File: src/rtl/cryptoveril_forward_pkg.sv
// Shared constants for the cryptoveril forward/reverse pair: mode encodings,
// masks, sign-extension position and key field layout.
package cryptoveril_forward_pkg;

  typedef enum logic [1:0] {
    MODE_PARITY = 2'd0,
    MODE_AND    = 2'd1,
    MODE_OR     = 2'd2,
    MODE_SEXT   = 2'd3
  } mode_e;

  localparam logic [15:0] MASK_AND = 16'hAAAA;
  localparam logic [15:0] MASK_OR  = 16'h5555;

  localparam int SEXT_BIT = 11;

  localparam int KEY_W       = 6;
  localparam int KEY_SH_HI   = 5;
  localparam int KEY_SH_LO   = 3;
  localparam int KEY_MODE_HI = 2;
  localparam int KEY_MODE_LO = 1;
  localparam int KEY_RSVD    = 0;

  // Replicate bit SEXT_BIT into the upper nibble, keeping the low 12 bits.
  function automatic logic [15:0] sext12(input logic [15:0] v);
    return {{(15 - SEXT_BIT){v[SEXT_BIT]}}, v[SEXT_BIT:0]};
  endfunction

endpackage

File: src/rtl/cryptoveril_mode_xform.sv
// Pure combinational mode transform applied in stage 2 of the forward pipe.
module cryptoveril_mode_xform
  import cryptoveril_forward_pkg::*;
(
  input  logic [15:0] s1,
  input  logic [1:0]  mode,
  output logic [15:0] s2
);

  // Select the stage-2 transform for this word's mode.
  always_comb begin
    s2 = s1;
    case (mode_e'(mode))
      MODE_PARITY: s2 = {15'd0, ^s1};
      MODE_AND:    s2 = s1 & MASK_AND;
      MODE_OR:     s2 = s1 | MASK_OR;
      MODE_SEXT:   s2 = sext12(s1);
      default:     s2 = s1;
    endcase
  end

endmodule

File: src/rtl/cryptoveril_forward.sv
// Three-stage forward encryption pipeline with a single global stall driven
// by output backpressure. Each word carries its own key through the stages.
module cryptoveril_forward
  import cryptoveril_forward_pkg::*;
(
  input  logic        clk,
  input  logic        rst,
  input  logic        in_valid,
  output logic        in_ready,
  input  logic [15:0] plain_data,
  input  logic [5:0]  key_bits,
  output logic        out_valid,
  input  logic        out_ready,
  output logic [15:0] encrypted_data,
  output logic [5:0]  key_out,
  output logic        lossy,
  output logic [15:0] word_count
);

  logic        s1_valid_q, s1_valid_d;
  logic [15:0] s1_data_q,  s1_data_d;
  logic [5:0]  s1_key_q,   s1_key_d;

  logic        s2_valid_q, s2_valid_d;
  logic [15:0] s2_data_q,  s2_data_d;
  logic [5:0]  s2_key_q,   s2_key_d;

  logic        s3_valid_q, s3_valid_d;
  logic [15:0] s3_data_q,  s3_data_d;
  logic [5:0]  s3_key_q,   s3_key_d;
  logic        s3_lossy_q, s3_lossy_d;

  logic [15:0] word_count_q, word_count_d;

  logic        stall;
  logic [2:0]  in_sh;
  logic [15:0] shifted;
  logic [15:0] s1_calc;
  logic [15:0] xform_out;
  mode_e       s2_mode;

  cryptoveril_mode_xform u_xform (
    .s1   (s1_data_q),
    .mode (s1_key_q[KEY_MODE_HI:KEY_MODE_LO]),
    .s2   (xform_out)
  );

  // Stall, stage arithmetic and next-state for every pipeline register.
  always_comb begin
    stall   = s3_valid_q && !out_ready;
    in_sh   = key_bits[KEY_SH_HI:KEY_SH_LO];
    shifted = plain_data << in_sh;
    s1_calc = shifted + {13'd0, in_sh};
    s2_mode = mode_e'(s2_key_q[KEY_MODE_HI:KEY_MODE_LO]);

    s1_valid_d = s1_valid_q;
    s1_data_d  = s1_data_q;
    s1_key_d   = s1_key_q;
    s2_valid_d = s2_valid_q;
    s2_data_d  = s2_data_q;
    s2_key_d   = s2_key_q;
    s3_valid_d = s3_valid_q;
    s3_data_d  = s3_data_q;
    s3_key_d   = s3_key_q;
    s3_lossy_d = s3_lossy_q;

    if (!stall) begin
      s1_valid_d = in_valid;
      if (in_valid) begin
        s1_data_d = s1_calc;
        s1_key_d  = key_bits;
      end
      s2_valid_d = s1_valid_q;
      if (s1_valid_q) begin
        s2_data_d = xform_out;
        s2_key_d  = s1_key_q;
      end
      s3_valid_d = s2_valid_q;
      if (s2_valid_q) begin
        s3_data_d  = (s2_mode == MODE_SEXT) ? sext12(s2_data_q) : s2_data_q;
        s3_key_d   = s2_key_q;
        s3_lossy_d = (s2_mode == MODE_PARITY);
      end
    end

    word_count_d = word_count_q;
    if (s3_valid_q && out_ready) begin
      word_count_d = word_count_q + 16'd1;
    end
  end

  // Pipeline and counter registers, cleared asynchronously.
  always_ff @(posedge clk or posedge rst) begin
    if (rst) begin
      s1_valid_q   <= 1'b0;
      s1_data_q    <= '0;
      s1_key_q     <= '0;
      s2_valid_q   <= 1'b0;
      s2_data_q    <= '0;
      s2_key_q     <= '0;
      s3_valid_q   <= 1'b0;
      s3_data_q    <= '0;
      s3_key_q     <= '0;
      s3_lossy_q   <= 1'b0;
      word_count_q <= '0;
    end else begin
      s1_valid_q   <= s1_valid_d;
      s1_data_q    <= s1_data_d;
      s1_key_q     <= s1_key_d;
      s2_valid_q   <= s2_valid_d;
      s2_data_q    <= s2_data_d;
      s2_key_q     <= s2_key_d;
      s3_valid_q   <= s3_valid_d;
      s3_data_q    <= s3_data_d;
      s3_key_q     <= s3_key_d;
      s3_lossy_q   <= s3_lossy_d;
      word_count_q <= word_count_d;
    end
  end

  assign in_ready       = !stall;
  assign out_valid      = s3_valid_q;
  assign encrypted_data = s3_data_q;
  assign key_out        = s3_key_q;
  assign lossy          = s3_lossy_q;
  assign word_count     = word_count_q;

endmodule

File: config.mk
export PLATFORM = sky130hd
export DESIGN_NAME = cryptoveril_forward
export DESIGN_NICKNAME = d
export VERILOG_FILES = /design/src/rtl/cryptoveril_forward_pkg.sv /design/src/rtl/cryptoveril_mode_xform.sv /design/src/rtl/cryptoveril_forward.sv
export SDC_FILE = /design/constraint.sdc
export NUM_CORES = 1
export LEC_CHECK = 0
export CELL_PAD_IN_SITES_DETAIL_PLACEMENT = 1
export CELL_PAD_IN_SITES_GLOBAL_PLACEMENT = 2
export CORE_UTILIZATION = 39
export DETAILED_ROUTE_END_ITERATION = 10
export HOLD_SLACK_MARGIN = 0.12
export PLACE_DENSITY = 0.92
export SKIP_CTS_REPAIR_TIMING = 1
export SYNTH_ARGS = -nofsm -noshare
export SYNTH_HDL_FRONTEND = slang
export SYNTH_SLANG_ARGS = --single-unit
File: constraint.sdc
create_clock -name clk -period 6.46 [get_ports clk]
set_input_delay 0.969 -clock clk [delete_from_list [all_inputs] [get_ports clk]]
set_output_delay 0.969 -clock clk [all_outputs]
set_load 0.01 [all_outputs]
==> out/results.ini, run 1 <==
[status]
result_of_the_run=finished with violations
violations_in_the_final_reports=design-rule violations

[timing]
finalClockSkew_ns=0.00595
worstMarginPinSlew_ns=1.11
hold_viol=0
setup_repair_after_global_routing_missed_its_margin=no
fin_setup_tns_ns=0
layout_min_cycle_time_ns=4.23
max_freq_mhz=236
setup-violations-final=0
final-max-slew-violation-count=0
slew_headroom=0.257
fin_crit_sh=0.655

[power_and_ir_drop]
cellPowerDensity_nw_per_um2=379
power.switching_uw=691
share_seq_of_total_power=0.399
worst_ir_drop_vdd_uv=173
share_clk_of_total_power=0.243
total_leakage_power_uw=0.00236
sw_frac_of_total=0.322
cellInternalPower_uw=1450
power.share.combinational=0.358

[synth]
dominantRegCellSynth=dfrtp_1
postSynthRegisterBits=84
synth_seq_area_share=0.453
yosysTopAreaCell=dfrtp_1
synth_enable_flop_cells=0
syn-cell-area_um2=4640
yosys_cell_types=55
cell_count_after_synthesis=417
synth_top_area_frac=0.453
post_synth_main_area_contributors=dfrtp_1 45%, mux2_2 9.2%, xnor2_1 5.7%
async_flop_share=1.00
synthesis.nets=447
synth.yosys.warnings=0
postSynthAreaPerCell_um2=11.1

[worst_setup_path]
worst_path_most_repeated_cell=inv_1
worst_setup_path_start_kind=input port
worst_path_max_delay_cell=clkdlybuf4s50_1
cp_cell_sequence=clkdlybuf4s50_1 -> inv_1 -> and3_1 -> ha_1 -> inv_1 -> fa_1 -> nor4_2 -> nand4_4 -> nor4b_2 -> xnor2_1 -> o21ai_1
required_time_at_the_worst_slack_endpoint_ns=6.67
arrival_time_worst_endpoint_ns=4.44
cp-end-kind=flop
max_stage_delay_ns=0.86
path_class=in -> reg
worstPathMaxFanout=20

[cts]
cts_htree_levels=3
cts_inserted_buffers=9
cts_num_sinks=84
tritoncts=built
worst_skew_pair.late_latency_ns=0.34
cts_buffer_depth=2
cts-root-buf=clkbuf_16
clkTransAtPathRegs_ns=0.06

[drt]
drt_iter0_markers=137
drt-vias-per-instance=5.29
postRouteWirelength_mm=9.88
avgRoutedWirePerCell_um=15.9
drt-pass1-iter-count=7
vias=3289
drc_errors=8
ant_nets=0

[global_routing]
grt.total_usage=0.172
wire_length_of_the_first_global_routing_pass_mm=16.9
grt_max_degree=85
grt_pass1_vias=3349
grt_antenna_before_repair=0
gr-total-overflow=0

[floorplanning]
chipHeight_um=111
core_area_um2=11500
floorplan.initialDensity=0.403
die_area_um2=12300
width_of_the_die_um=111
ioPinCount=67
rows=39

[place]
gp_congestion=0.801
io_buffer_count=66
postPlaceCellArea_um2=5350
detailed_place_hpwl_mm=7.16

[min_path]
worst_hold_path_type=reg -> reg

[final_layout]
finish.instance_area_um2=5650
final_cell_mix=84 x dfrtp_1, 66 x clkdlybuf4s50_1, 57 x nand2_1
areaGrowthSynthToFinish_pct=21.9
drive_gt1_frac=0.161
layout.cells.most_common=dfrtp_1
diode_count=0
finish.net_count=504

[flow_run]
cap_violations=0

sequential cells by signal, summed over array words and instances (netlist names):
name	count
s1_data_q	16
s2_key_q	6
key_out	6
s2_valid_q	1
out_valid	1
word_count	16
encrypted_data	15
lossy	1
s2_data_q	15
s1_valid_q	1
s1_key_q	6
synthesized netlist by cell type (3+ instances only):
cell / number
o21ai_1: 8
mux2i_1: 25
nand3_1: 5
clkbuf_1: 13
nor2_1: 11
mux2i_4: 3
xnor2_1: 30
and3_1: 6
buf_2: 3
a31oi_1: 3
dfrtp_1: 84
nand2_1: 57
inv_1: 7
mux4_1: 3
o21ai_0: 37
nand4_1: 6
nor3_1: 7
buf_12: 3
xor2_1: 11
a21oi_1: 10
mux2_2: 38
ha_1: 3
metrics by stage:
stage / total power, µW / util / std cells / worst slack [ns] / hold slack (ns)
global placement: 1590 / 0.464 / 606 / 2.00 / 0.452
floorplan: 1330 / - / 417 / 2.83 / 0.436
CTS: 2180 / 0.491 / 622 / 2.23 / 0.475
finish: 2140 / 0.491 / 622 / 2.23 / 0.467
global route: 2290 / 0.491 / 622 / 2.00 / 0.512
detailed placement: 1640 / 0.464 / 606 / 1.85 / 0.465
cell families after synthesis:
logic type / count (synthesis) / synth area share
buffers and inverters: 32 / 0.0413
muxes: 75 / 0.197
AOI/OAI and AO/OA: 70 / 0.0885
adders and majority gates: 5 / 0.0146
xor gates and xnor gates: 41 / 0.0774
and+or+nand+nor: 110 / 0.128
DFF: 84 / 0.453
path summary, 6_finish.rpt:
| path | slack [ns] | depth (start not counted) | start | end |
|---|---|---|---|---|
| min | 0.47 | 1 | word_count[15] | word_count[15] |
| max reg2reg | 4.47 | 3 | out_valid | s2_key_q[2] |
| max in group asynchronous | 4.49 | 3 | rst | s1_data_q[12] |
| min in group asynchronous | 1.29 | 3 | rst | word_count[15] |
| min reg2reg | 0.47 | 1 | word_count[15] | word_count[15] |
| max | 2.23 | 11 | key_bits[5] | s1_data_q[12] |
power groups by stage:
stage          clock network, µW  registers, µW  logic (µW)
2_1_floorplan                  0            863         467
3_3_place_gp                   0            852         742
3_5_place_dp                   0            866         772
4_1_cts                      533            859         784
5_1_grt                      556            886         844
6_report                     522            855         768
layout make-up:
type                    count  area [µm²]
inverters                   8        31.3
repair buffers             70         691
clock inverters             3        45.0
clock buffers              13         260
fillers                  1281        5860
flip-flops and latches     84        2100
multi-input cells         301        2340
well taps                 143         179
metal layers:
metal | routed length (µm) | global-route usage | share of wire
met5 | 0 | 0 | 0
met1 | 4660 | 0.225 | 0.47
met3 | 295 | 0.0344 | 0.030
met2 | 4770 | 0.281 | 0.48
met4 | 161 | 0.0649 | 0.016
worst max-delay path: cells and delay by family:
kind / cells / cell delay (ns)
simple gates: 4 / 1.11
compound gates: 1 / 0.07
fa+ha+maj: 2 / 0.63
buf+inv: 3 / 1.50
xor+xnor: 1 / 0.15
Note: power is estimated with default switching activity, not from simulation.
==> inputs of run 2 (changes only) <==
--- a/config.mk
+++ b/config.mk
@@ -7,10 +7,10 @@
 export LEC_CHECK = 0
 export CELL_PAD_IN_SITES_DETAIL_PLACEMENT = 1
 export CELL_PAD_IN_SITES_GLOBAL_PLACEMENT = 2
-export CORE_UTILIZATION = 39
+export CORE_UTILIZATION = 32
 export DETAILED_ROUTE_END_ITERATION = 10
 export HOLD_SLACK_MARGIN = 0.12
-export PLACE_DENSITY = 0.92
+export PLACE_DENSITY = 0.82
 export SKIP_CTS_REPAIR_TIMING = 1
 export SYNTH_ARGS = -nofsm -noshare
 export SYNTH_HDL_FRONTEND = slang
==> constraint.sdc (replaced) <==
create_clock -name clk -period 3.4 [get_ports clk]
set_input_delay 0.51 -clock clk [delete_from_list [all_inputs] [get_ports clk]]
set_output_delay 0.51 -clock clk [all_outputs]
set_load 0.01 [all_outputs]
==> out/results.ini, run 2 (synthesized netlist as in run 1, its figures left out) <==
[status]
result_of_the_run=finished clean

[drt]
drt-vias-per-instance=4.91
ant_nets=0
drc_errors=0
postRouteWirelength_mm=10.0
drt_iter0_markers=152
drt-pass1-iter-count=4
vias=3283
avgRoutedWirePerCell_um=15.0

[flow_run]
cap_violations=0

[final_layout]
multi_input_comb_area_um2=2340
layout.cells.most_common=dfrtp_1
num-fill-cells=1537
regArea_um2=2100
diode_count=0
drive_gt1_frac=0.176
postLayoutCoreUtil=0.415
areaGrowthSynthToFinish_pct=25.1
finish.net_count=513
final_cell_mix=84 x dfrtp_1, 66 x clkdlybuf4s50_1, 57 x nand2_1

[power_and_ir_drop]
total_leakage_power_uw=0.00242
worst_ir_drop_vdd_uv=239
cellPowerDensity_nw_per_um2=711

[worst_setup_path]
worstPathMaxFanout=6
worst_path_max_delay_cell=clkdlybuf4s50_1
cp_cell_sequence=clkdlybuf4s50_1 -> mux2i_1 -> or3_1 -> fa_1 -> nor4_2 -> nand4_4 -> nor4b_2 -> xnor2_1 -> o21ai_1
max_stage_delay_ns=0.62
worst_setup_path_start_kind=input port
required_time_at_the_worst_slack_endpoint_ns=3.62
path_delay_family=simple AND/OR/NAND/NOR gates
arrival_time_worst_endpoint_ns=3.23
crit_buf_inv=1
cp-end-kind=flop
path_class=in -> reg

[global_routing]
wire_length_of_the_first_global_routing_pass_mm=17.1
gr-total-overflow=0
grt_pass1_vias=3408
grt_antenna_before_repair=0
grt.total_usage=0.146
grt_max_degree=47

[cts]
cts_num_sinks=84
cts-root-buf=clkbuf_16
tritoncts=built
cts_htree_levels=3
clkTransAtPathRegs_ns=0.05
cts_inserted_buffers=9
worst_skew_pair.late_latency_ns=0.34
cts_buffer_depth=2

[floorplanning]
chipHeight_um=122
die_area_um2=15000
width_of_the_die_um=122
core_area_um2=14000
rows=43
floorplan.initialDensity=0.331
ioPinCount=67

[min_path]
worst_hold_path_type=reg -> reg

[timing]
worstMarginPinSlew_ns=0.793
setup-violations-final=0
slew_headroom=0.471
setup_repair_after_global_routing_missed_its_margin=no
max_freq_mhz=332
fin_crit_sh=0.885
fin_setup_tns_ns=0
setup_slack_ns=0.391
final-max-slew-violation-count=0
hold_viol=0
layout_min_cycle_time_ns=3.01
finalClockSkew_ns=0.00519

[place]
placement_setup_slack_ns=0.0504
gp_congestion=0.785
io_buffer_count=66
detailed_place_hpwl_mm=7.73

## run 2: cell types whose count changed in the layout (fill, tap and decap cells not counted), sizes merged
cell	previous run	this run
bufinv	1	2
clkinv	1	2
buf	4	13
clkinvlp	2	0
## run 2: routing by layer
metal  vias up  part of all wire  wire [µm]  track usage
li1       1604                 -          -            -
met1      1607              0.47       4760        0.192
met2        59              0.48       4760        0.242
met3        13             0.033        328       0.0223
met4         0             0.017        169       0.0587
met5         -                 0          0            0
## run 2: power by group
part	internal, µW	switching (µW)
Sequential	1360	267
Combinational	809	645
Clock	685	365
## run 2: layout make-up
type	instances	area share
Timing Repair Buffer	79	0.133
Clock buffer	13	0.0449
Tap cell	180	0.0388
Inverter	8	0.00539
Clock inverter	3	0.0119
Sequential cell	84	0.362
Multi-Input combinational cell	301	0.404
## run 2: per-stage QoR
| step | hold slack (ns) | cells | area [µm²] | power [µW] |
|---|---|---|---|---|
| detailed placement | 0.460 | 652 | 5470 | 3130 |
| global route | 0.500 | 668 | 5800 | 4420 |
| CTS | 0.480 | 668 | 5800 | 4200 |
| global placement | 0.453 | 652 | 5470 | 3060 |
| floorplan | 0.436 | 417 | 4640 | 2530 |
| finish | 0.472 | 668 | 5800 | 4130 |
## run 2: final timing paths
kind | slack [ns] | from | to | depth (start not counted)
max | 0.39 | plain_data[0] | s1_data_q[12] | 9
min | 0.47 | lossy | lossy | 2
max reg2reg | 1.59 | out_valid | word_count[15] | 6
min reg2reg | 0.47 | lossy | lossy | 2
max in group asynchronous | 2.10 | rst | s2_data_q[15] | 3
min in group asynchronous | 0.64 | rst | word_count[14] | 2
## run 2: tightest hold or removal path, stage by stage (launching register included)
cell	delay, ns
dfrtp_1	0.34
nand2_1	0.05
o31ai_1	0.05
==> inputs of run 3 (changes only) <==
--- a/config.mk
+++ b/config.mk
@@ -7,11 +7,11 @@
 export LEC_CHECK = 0
 export CELL_PAD_IN_SITES_DETAIL_PLACEMENT = 1
 export CELL_PAD_IN_SITES_GLOBAL_PLACEMENT = 2
+export CORE_ASPECT_RATIO = 0.7
 export CORE_UTILIZATION = 32
 export DETAILED_ROUTE_END_ITERATION = 10
 export HOLD_SLACK_MARGIN = 0.12
 export PLACE_DENSITY = 0.82
-export SKIP_CTS_REPAIR_TIMING = 1
 export SYNTH_ARGS = -nofsm -noshare
 export SYNTH_HDL_FRONTEND = slang
 export SYNTH_SLANG_ARGS = --single-unit
==> out/results.ini, run 3 (synthesized netlist as in run 1, its figures left out) <==
[cts]
post_cts.resized_instances=0
tritoncts=built
cts-root-buf=clkbuf_16
clkTransAtPathRegs_ns=0.06
cts_post_setup_buffers_inserted=0
worst_skew_pair.late_latency_ns=0.33
cts_htree_levels=3
cts_num_sinks=84
cts_hold_repair.buffers=0
cts_buffer_depth=2
cts_inserted_buffers=9

[timing]
slew_headroom=0.456
max_freq_mhz=334
fin_setup_tns_ns=0
hold_slack_final_ns=0.480
layout_min_cycle_time_ns=3.00
fin_crit_sh=0.882
final-max-slew-violation-count=0
setup_repair_after_global_routing_missed_its_margin=no
hold_viol=0
finalClockSkew_ns=0.00759
setup-violations-final=0
worstMarginPinSlew_ns=0.815

[status]
result_of_the_run=finished clean

[floorplanning]
die_area_um2=15000
chipHeight_um=103
floorplan.initialDensity=0.331
width_of_the_die_um=146
ioPinCount=67
rows=36
core_area_um2=14000

[global_routing]
grt.total_usage=0.152
grt_antenna_before_repair=0
wire_length_of_the_first_global_routing_pass_mm=18.0
gr-total-overflow=0
grt_pass1_vias=3554
grt_max_degree=45

[power_and_ir_drop]
total_leakage_power_uw=0.00242
cellInternalPower_uw=2900
power.share.combinational=0.352
worst_ir_drop_vdd_uv=364
power.switching_uw=1340
sw_frac_of_total=0.315
share_clk_of_total_power=0.263
cellPowerDensity_nw_per_um2=728
share_seq_of_total_power=0.385

[flow_run]
cap_violations=0

[drt]
drt_iter0_markers=128
drt-pass1-iter-count=4
ant_nets=0
postRouteWirelength_mm=10.8
avgRoutedWirePerCell_um=16.0
vias=3288
drt-vias-per-instance=4.86
drc_errors=0

[place]
detailed_place_hpwl_mm=8.04
io_buffer_count=66
gp_congestion=0.758

[final_layout]
final_cell_mix=84 x dfrtp_1, 66 x clkdlybuf4s50_1, 57 x nand2_1
layout.cells.most_common=dfrtp_1
drive_gt1_frac=0.177
finish.net_count=513
areaGrowthSynthToFinish_pct=25.6
diode_count=0

[worst_setup_path]
worst_path_max_delay_cell=clkdlybuf4s50_1
cp-end-kind=flop
required_time_at_the_worst_slack_endpoint_ns=3.61
max_stage_delay_ns=0.61
path_class=in -> reg
cp_cell_sequence=clkdlybuf4s50_1 -> mux2i_1 -> or3_1 -> fa_1 -> nor4_2 -> nand4_4 -> nor4b_2 -> xnor2_1 -> o21ai_1
worst_setup_path_start_kind=input port
worstPathMaxFanout=6
arrival_time_worst_endpoint_ns=3.21

[min_path]
worst_hold_path_type=reg -> reg

[run 3: changes by cell type in the layout (fill, tap and decap cells not counted), sizes merged]
cell / previous run / this run
bufinv: 2 / 3
clkbuf: 13 / 11
clkinv: 2 / 1
clkinvlp: 0 / 1
[run 3: power groups by stage]
stage | sequential (µW) | combinational (µW) | clock (µW)
floorplan | 1640 | 887 | 0
global placement | 1620 | 1450 | 0
detailed placement | 1650 | 1510 | 0
CTS | 1640 | 1520 | 1140
global route | 1690 | 1640 | 1180
finish | 1630 | 1490 | 1110
[run 3: per-stage QoR]
step                cells  instance area, µm²  utilization  worst slack, ns  power [µW]
finish                677                5830        0.416            0.403        4240
global route          677                5830        0.416            0.261        4510
CTS                   677                5830        0.416            0.402        4300
detailed placement    662                5490        0.392           0.0520        3160
global placement      662                5490        0.392            0.174        3080
floorplan             417                4640            -            0.230        2530
[run 3: final timing paths]
check / startpoint / end / slack [ns] / depth (start not counted)
min reg2reg: s2_valid_q / out_valid / 0.48 / 2
max reg2reg: out_valid / s1_data_q[4] / 1.48 / 4
max in group asynchronous: rst / key_out[3] / 2.09 / 3
min: s2_valid_q / out_valid / 0.48 / 2
min in group asynchronous: rst / s2_key_q[2] / 0.63 / 2
max: plain_data[0] / s1_data_q[12] / 0.40 / 9
[run 3: layout make-up]
class / instances / area, µm²
well taps: 190 / 238
repair buffers: 79 / 771
multi-input cells: 301 / 2340
clock inverters: 4 / 97.6
clock buffers: 11 / 243
fillers: 1525 / 8180
inverters: 8 / 31.3
flip-flops and latches: 84 / 2100
[run 3: critical path: cells and delay by family]
kind / cells / cell delay [ns]
xor gates and xnor gates: 1 / 0.16
and+or+nand+nor: 4 / 1.26
muxes: 1 / 0.14
adders and majority gates: 1 / 0.45
AOI/OAI and AO/OA: 1 / 0.08
buffers and inverters: 1 / 0.61
[run 3: metal layers]
| metal | track usage | part of all wire | vias up |
|---|---|---|---|
| met5 | 0 | 0 | - |
| met4 | 0.0372 | 0.0079 | 0 |
| met3 | 0.0350 | 0.026 | 8 |
| met2 | 0.269 | 0.50 | 38 |
| met1 | 0.191 | 0.47 | 1651 |
| li1 | - | - | 1591 |
==> patch 1 (config.mk and constraints of run 2) <==
`s1_data_q` no longer has a reset.
--- a/src/rtl/cryptoveril_forward.sv
+++ b/src/rtl/cryptoveril_forward.sv
@@ -93,7 +93,6 @@
   always_ff @(posedge clk or posedge rst) begin
     if (rst) begin
       s1_valid_q   <= 1'b0;
-      s1_data_q    <= '0;
       s1_key_q     <= '0;
       s2_valid_q   <= 1'b0;
       s2_data_q    <= '0;
@@ -105,7 +104,6 @@
       word_count_q <= '0;
     end else begin
       s1_valid_q   <= s1_valid_d;
-      s1_data_q    <= s1_data_d;
       s1_key_q     <= s1_key_d;
       s2_valid_q   <= s2_valid_d;
       s2_data_q    <= s2_data_d;
@@ -118,6 +116,10 @@
     end
   end
 
+  always_ff @(posedge clk) begin
+    s1_data_q <= s1_data_d;
+  end
+
   assign in_ready       = !stall;
   assign out_valid      = s3_valid_q;
   assign encrypted_data = s3_data_q;
Function: same outputs for any inputs over 10 cycles, from zero or initial values and one cycle with rst high; that may be too few to reach the edited logic, so the function may still have changed.
==> patch 1 against run 2 <==
Register-to-register slack lost 0.02 ns. Critical path type unchanged. Hold slack lost 0.0084 ns. Power fell by 7.6%. Setup slack worse by 0.11 ns. Clock power shrank 8%. Synthesized cell count fell by 0.24%. Critical endpoint is now s1_data_q[10]$_DFFE_PP_. Count of clock-buffer cells in the layout shrank 4. Sequential cell count stayed put. Wire length down 4.3%. Highest routed layer unchanged. Via count is 1.3% lower. Area after synthesis decreased by 3.1%. Design area is 1.3% lower.
==> patch 1: results (changes against run 2) <==
CTS clk-pin slew, worst paths: 0.07 ns (was 0.05 ns)
First-iteration detailed-routing DRC count: 109 (was 152)
XOR/XNOR Fraction of Synth Area: 7.799% (was 7.744%)
Worst reg-to-reg path cell count: 3 (was 6)
Synth Area in Compound Gates: 10.39% (was 8.851%)
Vias per cell: 4.816 (was 4.915)
Status: completed (unchanged)
Worst setup path endpoint: s1_data_q[10]$_DFFE_PP_ (was s1_data_q[12]$_DFFE_PP0P_)
Share of cells above drive strength 1: 17.51% (was 17.62%)
Post-synth top cells: 68 x dfrtp_1, 57 x nand2_1, 36 x o21ai_0, 33 x mux2_2, 31 x xnor2_1 (was 84 x dfrtp_1, 57 x nand2_1, 38 x mux2_2, 37 x o21ai_0, 30 x xnor2_1)
Fin crit share: 91.87% (was 88.50%)
Met2 WL: 4.541 mm (was 4.762 mm)
Fillcell total: 1503 (was 1537)
Vias: 3241 (was 3283)
DP Worst Slack: -0.1075 ns (was 0.05038 ns)
Final Net Count: 523 (was 513)
Detail Placement HPWL: 7.615 mm (was 7.729 mm)
Syn_nets: 446 (was 447)
Post-synth EDFFs: 16 (was 0)
Hold crit path type: input pin to async pin (was flip-flop to flip-flop)
Clock skew: 0.01034 ns (was 0.005190 ns)
Largest net degree at the start of global routing: 28 (was 47)
Max-slew headroom: 36.07% (was 47.10%)
M1 WL: 4.706 mm (was 4.759 mm)
Crit path largest cell delay: 0.44 ns (was 0.62 ns)
First-pass GRT wire length: 16.29 mm (was 17.08 mm)
GP Congestion: 0.8026 (was 0.7849)
Multiplexer area fraction after synthesis: 14.23% (was 19.70%)
Met1 Resource Use GR: 18.87% (was 19.18%)
Seq group: 1.59 mW
Synth Area in Adders: 1.281% (was 1.457%)
Tot GR Track Use: 14.11% (was 14.65%)
CP max FO: 8 (was 6)
End of the worst register-to-register path: encrypted_data[7]$_DFFE_PP0P_ (was word_count[15]$_DFFE_PP0P_)
Post-synth ARST share: 80.95% (was 100.0%)
Dominant cells by area after synthesis: dfrtp_1 38%, edfxtp_1 11%, mux2_2 8.3% (was dfrtp_1 45%, mux2_2 9.2%, xnor2_1 5.7%)
Switching Power: 1.184 mW (was 1.277 mW)
Register share of total power: 41.8% (was 39.3%)
Hold slack: 0.4632 ns (was 0.4715 ns)
M3 GR Usage: 2.358% (was 2.230%)
Post-synth cell types: 59 (was 55)
Clk pwr share: 25.3% (was 25.4%)
Reg2Reg Setup Slack: 1.57 ns (was 1.59 ns)
VDD IR max: 0.3320 mV (was 0.2386 mV)
Synth Instances: 416 (was 417)
Routed length on met3: 246 um (was 328 um)
M2 GR Usage: 23.02% (was 24.16%)
Worst Setup SP: key_bits[3] (was plain_data[0])
Data arrival time of the critical path: 3.25 ns (was 3.23 ns)
==> patch 1: cell count changes in the layout (fill, tap and decap cells not counted), moves of 3 or more <==
cell | before | now
mux2i_1 | 25 | 20
a21o_1 | 0 | 3
inv_1 | 6 | 9
nor4_1 | 0 | 3
nand2b_1 | 2 | 7
nor2_1 | 11 | 19
mux4_1 | 3 | 0
o21ai_1 | 8 | 2
edfxtp_1 | 0 | 16
dfrtp_1 | 84 | 68
buf_4 | 12 | 21
mux2_2 | 38 | 33
and4_1 | 0 | 3
==> patch 1: cell type report <==
type                            count  area, um2  area share [%]
Sequential cell                    84       2182           38.10
Multi-Input combinational cell    298       2161           37.72
Timing Repair Buffer               87      818.3           14.29
Clock buffer                        9      225.2           3.932
Tap cell                          176      220.2           3.844
Clock inverter                      6      72.57           1.267
Inverter                           13      48.80          0.8519
==> patch 2 (settings of run 2) <==
Made on the original files. Make the reset (`rst`) synchronous in one clocked block. Comments in the files are not updated.
--- a/src/rtl/cryptoveril_forward.sv
+++ b/src/rtl/cryptoveril_forward.sv
@@ -90,7 +90,7 @@
   end
 
   // Pipeline and counter registers, cleared asynchronously.
-  always_ff @(posedge clk or posedge rst) begin
+  always_ff @(posedge clk) begin
     if (rst) begin
       s1_valid_q   <= 1'b0;
       s1_data_q    <= '0;
Function: differs if rst is asserted again (counterexample within 4 cycles, from zero or initial values and one cycle with rst high); with rst held inactive, the same outputs for 10 cycles.
==> patch 2 against run 2 <==
Sequential cell count unchanged. Area after synthesis fell by 5.6%. Sequential share of layout area is 5.4 points lower. Design area decreased by 5.9%. Die area decreased by 5.5%. Wire length rose by 16%. Setup slack improved by 0.0094 ns.
Power is not compared: it rests on default switching activity, and its combinational part moved more than twofold at a synthesized area within 25%.
==> patch 2: results (changes against run 2) <==
Share of cells above drive strength 1: 8.305% (was 17.62%)
Leakage: 1.915 nW
Dominant synthesized flop cell: dfxtp_1 (was dfrtp_1)
Post-synth cell types: 46 (was 55)
Fillcell total: 1603 (was 1537)
Reg2Reg Setup Slack: 1.48 ns (was 1.59 ns)
Insertion delay to the later sink of the worst-skew pair: 0.33 ns
Routed length on met3: 272 um (was 328 um)
Largest net degree at the start of global routing: 71 (was 47)
Post-synthesis sequential area ratio: 38.40% (was 45.33%)
Post-synth ARST share: 0% (was 100.0%)
Inserted Diodes: 0 (unchanged)
GP Congestion: 0.8371 (was 0.7849)
Clk buf depth: 2 (unchanged)
Data arrival time of the critical path: 3.22 ns (was 3.23 ns)
First-pass GRT wire length: 19.38 mm (was 17.08 mm)
Reg2reg start: out_valid$_SDFFE_PP0N_ (was out_valid$_DFFE_PP0N_)
Clk root buf: clkbuf_16 (unchanged)
Syn_nets: 565 (was 447)
Worst reg-to-reg path cell count: 6 (unchanged)
Initial antenna violation count: 0 (unchanged)
Drt pass-1 iters: 5 (was 4)
Slowest-stage cell, CP: clkdlybuf4s50_1 (unchanged)
First-iteration detailed-routing DRC count: 191 (was 152)
M1 WL: 5.621 mm (was 4.759 mm)
Status: completed (unchanged)
Clock skew: 0.004226 ns (was 0.005190 ns)
Delay-heaviest family, CP: simple AND/OR/NAND/NOR gates (unchanged)
End of the worst register-to-register path: encrypted_data[13]$_SDFFE_PP0P_ (was word_count[15]$_DFFE_PP0P_)
# port buffers: 66 (unchanged)
Met2 WL: 5.566 mm (was 4.762 mm)
Post-synth top cells: 116 x nand2_1, 84 x dfxtp_1, 58 x a21oi_1, 35 x nor2_1, 31 x nand3_1 (was 84 x dfrtp_1, 57 x nand2_1, 38 x mux2_2, 37 x o21ai_0, 30 x xnor2_1)
Vias: 3883 (was 3283)
Slew @ Worst Pin: 0.8123 ns (was 0.7925 ns)
Crit path largest cell delay: 0.53 ns (was 0.62 ns)
Final Net Count: 616 (was 513)
Dominant cells by area after synthesis: dfxtp_1 38%, nand2_1 9.9%, a21oi_1 6.6% (was dfrtp_1 45%, mux2_2 9.2%, xnor2_1 5.7%)
Min-Delay Endpoint: s2_data_q[5]$_SDFFE_PP0P_ (was lossy$_DFFE_PP0P_)
Tot GR Track Use: 17.06% (was 14.65%)
Detail Placement HPWL: 8.520 mm (was 7.729 mm)
Hold slack: 0.4533 ns (was 0.4715 ns)
Max Used Layer: met4 (unchanged)
Routed WL per cell: 15.13 um (was 15.00 um)
H-tree depth: 3 (unchanged)
Min-delay src: s2_data_q[5]$_SDFFE_PP0P_ (was lossy$_DFFE_PP0P_)
patch 2: cells by family (layout without fill, tap and decap cells):
family,Yosys count,count (layout),synth area share [%]
adder cells (fa/ha/maj),4,4,1.314
AO/OA/AOI/OAI,102,102,13.29
buffers and inverters,42,97,4.314
AND/OR/NAND/NOR,230,230,23.37
multiplexers,41,41,12.91
XOR/XNOR,32,32,6.400
flip-flops,84,84,38.40
patch 2: layout make-up:
cell class | count | area, um2 | share of cell area (%)
timing repair buffer | 75 | 723.2 | 13.24
clock buffer | 13 | 240.2 | 4.400
clock inverter | 2 | 60.06 | 1.100
sequential | 84 | 1682 | 30.80
tap | 176 | 220.2 | 4.033
multi-input combinational | 409 | 2509 | 45.94
inverter | 7 | 26.28 | 0.4812
patch 2: worst register-to-register path, delay by kind of cell, from the launching register on:
kind / cells / cell delay (ns)
simple gates: 4 / 1.09
flops: 1 / 0.36
compound gates: 1 / 0.20
buf+inv: 1 / 0.16
patch 2: worst max path at each step:
| stage | depth (start not counted) | slack [ns] | to | startpoint |
|---|---|---|---|---|
| floorplan | 13 | 0.43 | s1_data_q[11]$_SDFFE_PP0P_ | key_bits[3] |
| global placement | 9 | 0.27 | s1_data_q[8]$_SDFFE_PP0P_ | key_bits[3] |
| detailed placement | 10 | 0.09 | s1_data_q[11]$_SDFFE_PP0P_ | key_bits[3] |
| CTS | 10 | 0.41 | s1_data_q[11]$_SDFFE_PP0P_ | key_bits[3] |
| global route | 10 | 0.25 | s1_data_q[11]$_SDFFE_PP0P_ | key_bits[3] |
| finish | 10 | 0.40 | s1_data_q[11]$_SDFFE_PP0P_ | key_bits[3] |
patch 2: layer usage:
layer  up-vias  global-route usage (%)
met3        11                   2.874
met4         0                   4.747
met1      1850                   22.41
li1       1957                       -
met2        65                   28.63
met5         -                       0
patch 2: report_power, final:
group,switching [mW],leakage (nW),internal [mW],total (mW)
clock,0.368,0.144,0.641,1.01
sequential,0.0354,0.683,1.02,1.06
combinational,0.205,1.09,0.182,0.387
patch 2: stage by stage:
step                area [um2]  setup slack [ns]  power (mW)  util (%)  cells
detailed placement        5160           0.08578       1.469     38.81    751
finish                    5460            0.4003       2.453     41.07    766
global placement          5160            0.2721       1.458     38.81    751
floorplan                 4379            0.4337       1.350         -    535
CTS                       5460            0.4123       2.484     41.07    766
global route              5460            0.2505       2.566     41.07    766
